==> config.mk <==
export PLATFORM = sky130hd
export DESIGN_NAME = context_loader_flat
export DESIGN_NICKNAME = d
export VERILOG_FILES = /design/src/rtl/context_loader_if.sv /design/src/rtl/context_loader.sv /design/src/flat_wrapper.sv
export SDC_FILE = /design/constraint.sdc
export NUM_CORES = 1
export LEC_CHECK = 0
export BUFFER_PORTS_ARGS = -buffer_cell sky130_fd_sc_hd__buf_2
export CORE_MARGIN = 1.5
export CORE_UTILIZATION = 48
export CTS_CLUSTER_SIZE = 10
export DETAILED_ROUTE_END_ITERATION = 10
export PLACE_DENSITY = 0.71
export SKIP_CTS_REPAIR_TIMING = 1
export SYNTH_ARGS = -nofsm -noshare
export SYNTH_HDL_FRONTEND = slang
export SYNTH_SLANG_ARGS = --single-unit
export TNS_END_PERCENT = 20
==> constraint.sdc <==
create_clock -name CLK -period 2.05 [get_ports CLK]
set_clock_uncertainty 0.15 [all_clocks]
set_input_delay 0.1025 -clock CLK [delete_from_list [all_inputs] [get_ports CLK]]
set_output_delay 0.1025 -clock CLK [all_outputs]
set_load 0.02 [all_outputs]
==> src/rtl/context_loader_if.sv <==
// Configuration beat channel feeding the context loader.
// The master drives beats; the slave (loader) returns ready.
interface context_loader_if;
  logic [31:0] cfg_word;
  logic        cfg_valid;
  logic        cfg_last;
  logic        cfg_ready;

  modport master (output cfg_word, cfg_valid, cfg_last, input cfg_ready);
  modport slave  (input cfg_word, cfg_valid, cfg_last, output cfg_ready);
endinterface

==> src/rtl/context_loader.sv <==
// Assembles 32-bit configuration beats into (width+1)-bit context words,
// writes them to the PE context cache and launches execution after the last one.
//
// state    | meaning
// ---------+-----------------------------------------------------------
// IDLE     | no program in progress; first accepted beat opens one
// ASSEMBLE | collecting beats of the current context word
// WRITE    | data_valid strobe for the completed word; beats stalled
// START    | one-cycle start pulse after the final context; beats stalled
// DRAIN    | context depth overflowed; discard beats up to cfg_last
module context_loader #(
  parameter int width = 120,
  parameter int DEPTH = 16
) (
  input  logic                       CLK,
  input  logic                       RST,
  context_loader_if.slave            cfg,
  output logic [width:0]             data,
  output logic                       data_valid,
  output logic                       start,
  output logic                       busy,
  output logic [$clog2(DEPTH+1)-1:0] ctx_count,
  output logic                       err
);

  localparam int BEATS  = (width + 32) / 32;
  localparam int BEAT_W = (BEATS > 1) ? $clog2(BEATS) : 1;
  localparam int CNT_W  = $clog2(DEPTH + 1);

  typedef enum logic [2:0] {
    IDLE,
    ASSEMBLE,
    WRITE,
    START,
    DRAIN
  } state_t;

  state_t            state, state_nxt;
  logic [BEAT_W-1:0] beat_cnt;
  logic [width:0]    asm_buf, asm_nxt;
  logic              last_seen;
  logic              final_beat;
  logic              take_beat;
  logic              word_done;
  logic              set_err;

  assign final_beat = (beat_cnt == BEAT_W'(BEATS - 1));

  // Beat k lands in bits [32k+31:32k]; bits above width are simply dropped.
  always_comb begin
    asm_nxt = asm_buf;
    for (int i = 0; i <= width; i++) begin
      if (BEAT_W'(i / 32) == beat_cnt) asm_nxt[i] = cfg.cfg_word[i % 32];
    end
  end

  always_ff @(posedge CLK) begin
    if (RST) state <= IDLE;
    else     state <= state_nxt;
  end

  always_comb begin
    state_nxt     = state;
    cfg.cfg_ready = 1'b0;
    data_valid    = 1'b0;
    start         = 1'b0;
    busy          = 1'b0;
    take_beat     = 1'b0;
    word_done     = 1'b0;
    set_err       = 1'b0;
    unique case (state)
      IDLE, ASSEMBLE: begin
        cfg.cfg_ready = 1'b1;
        busy          = (state == ASSEMBLE);
        take_beat     = cfg.cfg_valid;
        if (cfg.cfg_valid) begin
          if (final_beat) begin
            word_done = 1'b1;
            state_nxt = WRITE;
          end else if (cfg.cfg_last) begin
            set_err   = 1'b1;
            state_nxt = IDLE;
          end else begin
            state_nxt = ASSEMBLE;
          end
        end
      end
      WRITE: begin
        data_valid = 1'b1;
        busy       = 1'b1;
        if (last_seen) begin
          state_nxt = START;
        end else if (ctx_count == CNT_W'(DEPTH)) begin
          set_err   = 1'b1;
          state_nxt = DRAIN;
        end else begin
          state_nxt = ASSEMBLE;
        end
      end
      START: begin
        start     = 1'b1;
        busy      = 1'b1;
        state_nxt = IDLE;
      end
      DRAIN: begin
        cfg.cfg_ready = 1'b1;
        busy          = 1'b1;
        if (cfg.cfg_valid && cfg.cfg_last) state_nxt = IDLE;
      end
      default: state_nxt = IDLE;
    endcase
  end

  always_ff @(posedge CLK) begin
    if (RST) begin
      beat_cnt  <= '0;
      asm_buf   <= '0;
      last_seen <= 1'b0;
      data      <= '0;
      ctx_count <= '0;
      err       <= 1'b0;
    end else begin
      if (take_beat) begin
        asm_buf  <= asm_nxt;
        beat_cnt <= (final_beat || cfg.cfg_last) ? '0 : beat_cnt + 1'b1;
      end
      if (word_done) begin
        data      <= asm_nxt;
        last_seen <= cfg.cfg_last;
      end
      // The opening beat of a program restarts the count (at 1 if it is already a full word).
      if (take_beat && state == IDLE) ctx_count <= word_done ? CNT_W'(1) : '0;
      else if (word_done)             ctx_count <= ctx_count + 1'b1;
      if (set_err) err <= 1'b1;
    end
  end

endmodule
==> src/flat_wrapper.sv <==
// flat-port wrapper written by rule: the top's interface ports become plain ports
module context_loader_flat 
#(
  parameter int width = 120,
  parameter int DEPTH = 16
)
  (CLK, RST, data, data_valid, start, busy, ctx_count, err, cfg_cfg_word, cfg_cfg_valid, cfg_cfg_last, cfg_cfg_ready);
  context_loader_if cfg_i ();
  input  logic CLK;
  input  logic RST;
  output logic [width:0] data;
  output logic data_valid;
  output logic start;
  output logic busy;
  output logic [$clog2(DEPTH+1)-1:0] ctx_count;
  output logic err;
  input wire logic [$bits(cfg_i.cfg_word)-1:0] cfg_cfg_word;
  input wire logic [$bits(cfg_i.cfg_valid)-1:0] cfg_cfg_valid;
  input wire logic [$bits(cfg_i.cfg_last)-1:0] cfg_cfg_last;
  output wire logic [$bits(cfg_i.cfg_ready)-1:0] cfg_cfg_ready;
  assign cfg_i.cfg_word = cfg_cfg_word;
  assign cfg_i.cfg_valid = cfg_cfg_valid;
  assign cfg_i.cfg_last = cfg_cfg_last;
  assign cfg_cfg_ready = cfg_i.cfg_ready;
  context_loader #(.width(width), .DEPTH(DEPTH)) u_core (.CLK(CLK), .RST(RST), .cfg(cfg_i), .data(data), .data_valid(data_valid), .start(start), .busy(busy), .ctx_count(ctx_count), .err(err));
endmodule
After elaboration in Yosys (flattened, before gate mapping)
Index checks and enable logic that the tools add are counted.
{ "op_classes": {"add_sub_neg": 2, "eq_ne": 11, "muxes": 146, "reduce_logical": 10} }
{ "op_table": {"columns": ["cell", "count"], "rows": [
  ["1-bit two-way mux", 135],
  ["3-bit two-way mux", 5],
  ["5-bit two-way mux", 2],
  ["3-bit case mux with 3 select lines", 1],
  ["3-bit by 2-bit == test with 1-bit output, second input constant", 2],
  ["3-bit OR reduction", 2],
  ["5-bit by 1-bit adder with 5-bit output, second input constant", 1],
  ["5-bit == test, second input constant", 1],
  ["2-bit == test, first input constant", 2],
  ["1-bit case mux with 2 select lines", 2],
  ["3-bit by 1-bit == test with 1-bit output, second input constant", 1],
  ["3-bit == test, second input constant", 1],
  ["3-bit zero test", 1],
  ["2-bit by 1-bit adder with 2-bit output, second input constant", 1],
  ["1-bit by 2-bit == test with 1-bit output, first input constant", 1],
  ["2-bit == test, second input constant", 1],
  ["1-bit logical AND", 2],
  ["2-bit zero test", 1],
  ["2-bit two-way mux", 1],
  ["2-bit by 1-bit inequality test with 1-bit output, second input constant", 1],
  ["2-bit inequality test, second input constant", 1],
  ["2-bit AND reduction", 1],
  ["2-bit nonzero test", 1],
  ["2-bit OR reduction", 1],
  ["1-bit logical OR", 1]
]} }
{ "word_totals": {"register_bits": 254, "in_bits": 36, "output_inout_bits": 131, "word_cells": 176} }

Longest topological paths before layout
{ "logic_depth": {"word_depth": 6, "ltp_mapped": 8, "ltp_nobuf": 5} }

Worst setup path before layout
No wires, ideal clock.
{ "synth_path": {"path_kind": "register -> register", "start": "register u_core.beat_cnt[0]", "end": "register u_core.data[61]", "setup_time_ns": 0.086, "arrival_time_ns": 1.429, "required_ns": 1.814, "setup_slack_ns": 0.385, "stages_incl_launch_ff": 9, "path_buffers": 4, "period_less_slack_ns": 1.665, "cell_sequence": "dfxtp_1 ha_1 buf_2 and4bb_1 buf_4 buf_6 buf_6 nor2_1 a211oi_1"} }
{ "synth_via": {"elab_chain_len": 4, "word_cells_on_any_way": 6, "classes_between": "2 x eq/ne; 4 x mux"} }
{ "synth_lines": {"columns": ["item", "line", "source"], "rows": [
  ["start: declaration", "context_loader.sv:39", "logic [BEAT_W-1:0] beat_cnt;"],
  ["start signal: assignment", "context_loader.sv:125", "beat_cnt <= (final_beat || cfg.cfg_last) ? '0 : beat_cnt + 1'b1;"],
  ["2-bit == test", "context_loader.sv:47", "assign final_beat = (beat_cnt == BEAT_W'(BEATS - 1));"],
  ["1-bit two-way mux", "context_loader.sv:77", "if (final_beat) begin"],
  ["1-bit two-way mux", "context_loader.sv:76", "if (cfg.cfg_valid) begin"],
  ["1-bit two-way mux", "context_loader.sv:71", "unique case (state)"],
  ["end signal: assignment", "context_loader.sv:128", "data <= asm_nxt;"],
  ["end: declaration", "context_loader.sv:18", "output logic [width:0] data,"]
]} }
Parallel ways exist; a longest one is shown, timed or not.
A chain may end at the register's enable or synchronous reset.

Worst setup path after layout
{ "layout_path": {"start": "register u_core.beat_cnt[0]", "end": "register u_core.data[7]"} }
Same word-level chain as after synthesis.

==> results.sh <==
export IMPL_final_seq_area_um2=4584
export IMPL_io_buffers=166
export IMPL_gp_congestion=0.7854
export IMPL_power_density_nw_per_um2=820.2
export IMPL_vias=7672
export IMPL_htreeDepth=1
export IMPL_wl_per_cell_um=16.19
export IMPL_core_um2=18770
export IMPL_drtPass1Iterations=5
export IMPL_fillers=1660
export IMPL_min_to="u_core.last_seen"
export IMPL_peakVddDrop_uv=535.1
export IMPL_drv_slew=0
export IMPL_yosysWarnings=0
export IMPL_worstMarginPinSlew_ns=0.5861
export IMPL_drc_errors=0
export IMPL_multi_input_area_um2=4004
export IMPL_cp_max_fo=38
export IMPL_drv_cap=0
export IMPL_r2r_start="u_core.beat_cnt[0]"
export IMPL_start_kind="flop"
export IMPL_reg2reg_to="u_core.data[7]"
export IMPL_slew_headroom=0.6093
export IMPL_clk_pin_slew_ns=0.06
export IMPL_worstPathRequired_ns=2.32
export IMPL_ioPinCount=167
export IMPL_initial_utilization=0.4898
export IMPL_ys_seq_elements=229
export IMPL_synth_area_um2=9193
export IMPL_syn_inst=1043
export IMPL_cts_tree="done"
export IMPL_die_area_um2=19990
export IMPL_overflow=0
export IMPL_fin_crit_ns=1.903
export IMPL_rsz0062_at_grt="false"
export IMPL_drt_vias_per_instance=5.295
export IMPL_max_freq_mhz=525.6
export IMPL_dp_hpwl_um=14980
export IMPL_grt_max_degree=108
export IMPL_syn_num_nets=1085
export IMPL_place_ws_ns=0.2076
export IMPL_root_buffer="clkbuf_16"
export IMPL_finish_instance_area_um2=11210
export IMPL_synth_avg_cell_area_um2=8.814
export IMPL_grt_pass1_wl_um=36600
export IMPL_track_usage=0.2261
export IMPL_reg2reg_depth=6
export IMPL_crit_chain="ha_1, and4bb_4, buf_12, buf_4, nor2_1, a211oi_1"
export IMPL_max_stage_delay_ns=0.39
export IMPL_endpoint_kind="flop"
export IMPL_min_delay_start="cfg_cfg_last"
export IMPL_hp_class="input port to flop"
export IMPL_n_antenna_cell=0
export IMPL_die_h_um=141.4
export IMPL_critPathKind="flop to flop"
export IMPL_reg2reg_slack_ns=0.15
export IMPL_cpMaxStageDelayCell="dfxtp_1"
export IMPL_cts_buffers=26
export IMPL_nets=1257
export IMPL_ctsLongestPathBuffers=3
export IMPL_synthDistinctLibCells=32
export IMPL_postLayoutSetupSlackWorst_ns=0.1473
export IMPL_die_x_um=141.4
export IMPL_ant_nets=0
export IMPL_timing_final_crit_share=0.9281
export IMPL_holdPathStages=4
export IMPL_grt_antenna_before_repair=0
export IMPL_final_setup_viol_count=0
export IMPL_leakagePower_nw=4.361
export IMPL_yosysSeqAreaShare=0.4987
export IMPL_synthToLayoutAreaGrowth_pct=21.93
export IMPL_num_rows=50
export IMPL_place_area_um2=10180
export IMPL_setup_tns_ns=0
export IMPL_drive_above_1_share=0.1959
export IMPL_drt_wl_total_um=23460
export IMPL_hold_viol=0
export IMPL_drtIter0Drc=507
export IMPL_clkSinkCount=229
export IMPL_worstPathArrival_ns=2.17
export IMPL_status="complete, no violations"
export IMPL_clk_latency_ns=0.52
export IMPL_grt_pass1_vias=6955
-- worst max path at each step --
stage,end,depth (start not counted),from,slack (ns)
CTS,u_core.data[78],6,u_core.beat_cnt[0],0.17
global placement,u_core.data[41],6,u_core.beat_cnt[1],0.30
finish,u_core.data[7],6,u_core.beat_cnt[0],0.15
detailed placement,u_core.data[7],6,u_core.beat_cnt[0],0.21
floorplan,u_core.data[61],8,u_core.beat_cnt[0],0.39
global route,u_core.data[38],6,u_core.beat_cnt[0],0.03
-- where the power goes --
group / switching (mW) / internal [mW] / total [mW] / leakage [nW]
sequential: 0.0362 / 4.52 / 4.56 / 1.85
clock: 1.66 / 2.30 / 3.96 / 0.334
combinational: 0.404 / 0.272 / 0.676 / 2.18
-- layout make-up --
cell class                      instances  share of cell area
Sequential cell                       229              0.4090
Multi-Input combinational cell        715              0.3572
Timing Repair Buffer                  235              0.1443
Clock buffer                           28             0.06062
Tap cell                              234             0.02612
Inverter                                8            0.002679
-- kinds of logic after synthesis --
logic type / share of synthesized area
AND/OR/NAND/NOR: 0.1591
AO/OA/AOI/OAI: 0.1576
flip-flops: 0.4987
buffers and inverters: 0.06697
multiplexers: 0.1056
adder cells (fa/ha/maj): 0.008166
XOR/XNOR: 0.003812
-- cell usage in the layout (no fill, tap or decap), drive strengths merged, types with 2 or more instances in the layout --
cell         netlist  layout
nand2            254     254
dfxtp            229     229
buf               58     200
a21oi            128     128
nor2             103     103
mux2i             97      97
a211oi            97      97
dlygate4sd3        0      35
clkbuf            33      28
inv                8       8
ha                 6       6
and2               3       3
nand4              3       3
xor2               3       3
nor3b              2       2
a22oi              2       2
nor3               2       2
o21ai              2       2
nand3              2       2
-- sequential cells by signal, summed over array words and instances, names as in the netlist --
register          count
u_core.data         121
u_core.asm_buf       96
u_core.ctx_count      5
u_core.state          3
u_core.beat_cnt       2
u_core.err            1
u_core.last_seen      1
-- synthesized netlist by cell type --
master	number	share of area
nand2_1	254	0.10
dfxtp_1	229	0.50
a21oi_1	128	0.070
nor2_1	103	0.042
mux2i_1	97	0.11
a211oi_1	94	0.077
clkbuf_1	33	0.013
buf_2	27	0.015
buf_6	25	0.031
inv_1	8	0.0033
buf_4	6	0.0049
ha_1	6	0.0082
a211oi_2	3	0.0041
and2_1	3	0.0020
nand4_1	3	0.0020
xor2_1	3	0.0029
a22oi_1	2	0.0016
nand3_1	2	0.0011
nor3_1	2	0.0011
nor3b_2	2	0.0027
o21ai_0	2	0.0011
a21boi_0	1	0.00082
a221oi_1	1	0.00095
a31o_2	1	0.00095
a31oi_1	1	0.00068
and3_1	1	0.00068
and4bb_1	1	0.0014
nand2b_1	1	0.00068
nor2b_1	1	0.00068
o41ai_1	1	0.00095
or3b_2	1	0.00095
xnor2_1	1	0.00095
-- per-stage QoR --
step                      power [mW]  hold WS, ns  std cells  utilization
after floorplan                5.028      0.08846       1043            -
after global placement         5.268       0.2509       1386       0.5423
after detailed placement       5.278       0.2475       1386       0.5423
after CTS                      9.187      -0.2910       1414       0.5785
after global routing           9.509       0.2936       1449       0.5972
final                          9.193       0.2613       1449       0.5972
-- critical path: cells and delay by family (launching register included) --
family          cells  cell delay [ns]
simple gates        2             0.35
flops               1             0.39
compound gates      1             0.23
fa+ha+maj           1             0.21
buf+inv             2             0.45
-- metal layers --
metal,vias up,share of wire,GRT usage
met5,-,0,0
met4,0,0.021,0.05209
met3,40,0.046,0.03476
met2,173,0.48,0.3775
met1,3581,0.46,0.3098
li1,3878,-,-
Power figures use the tool's default switching activity.
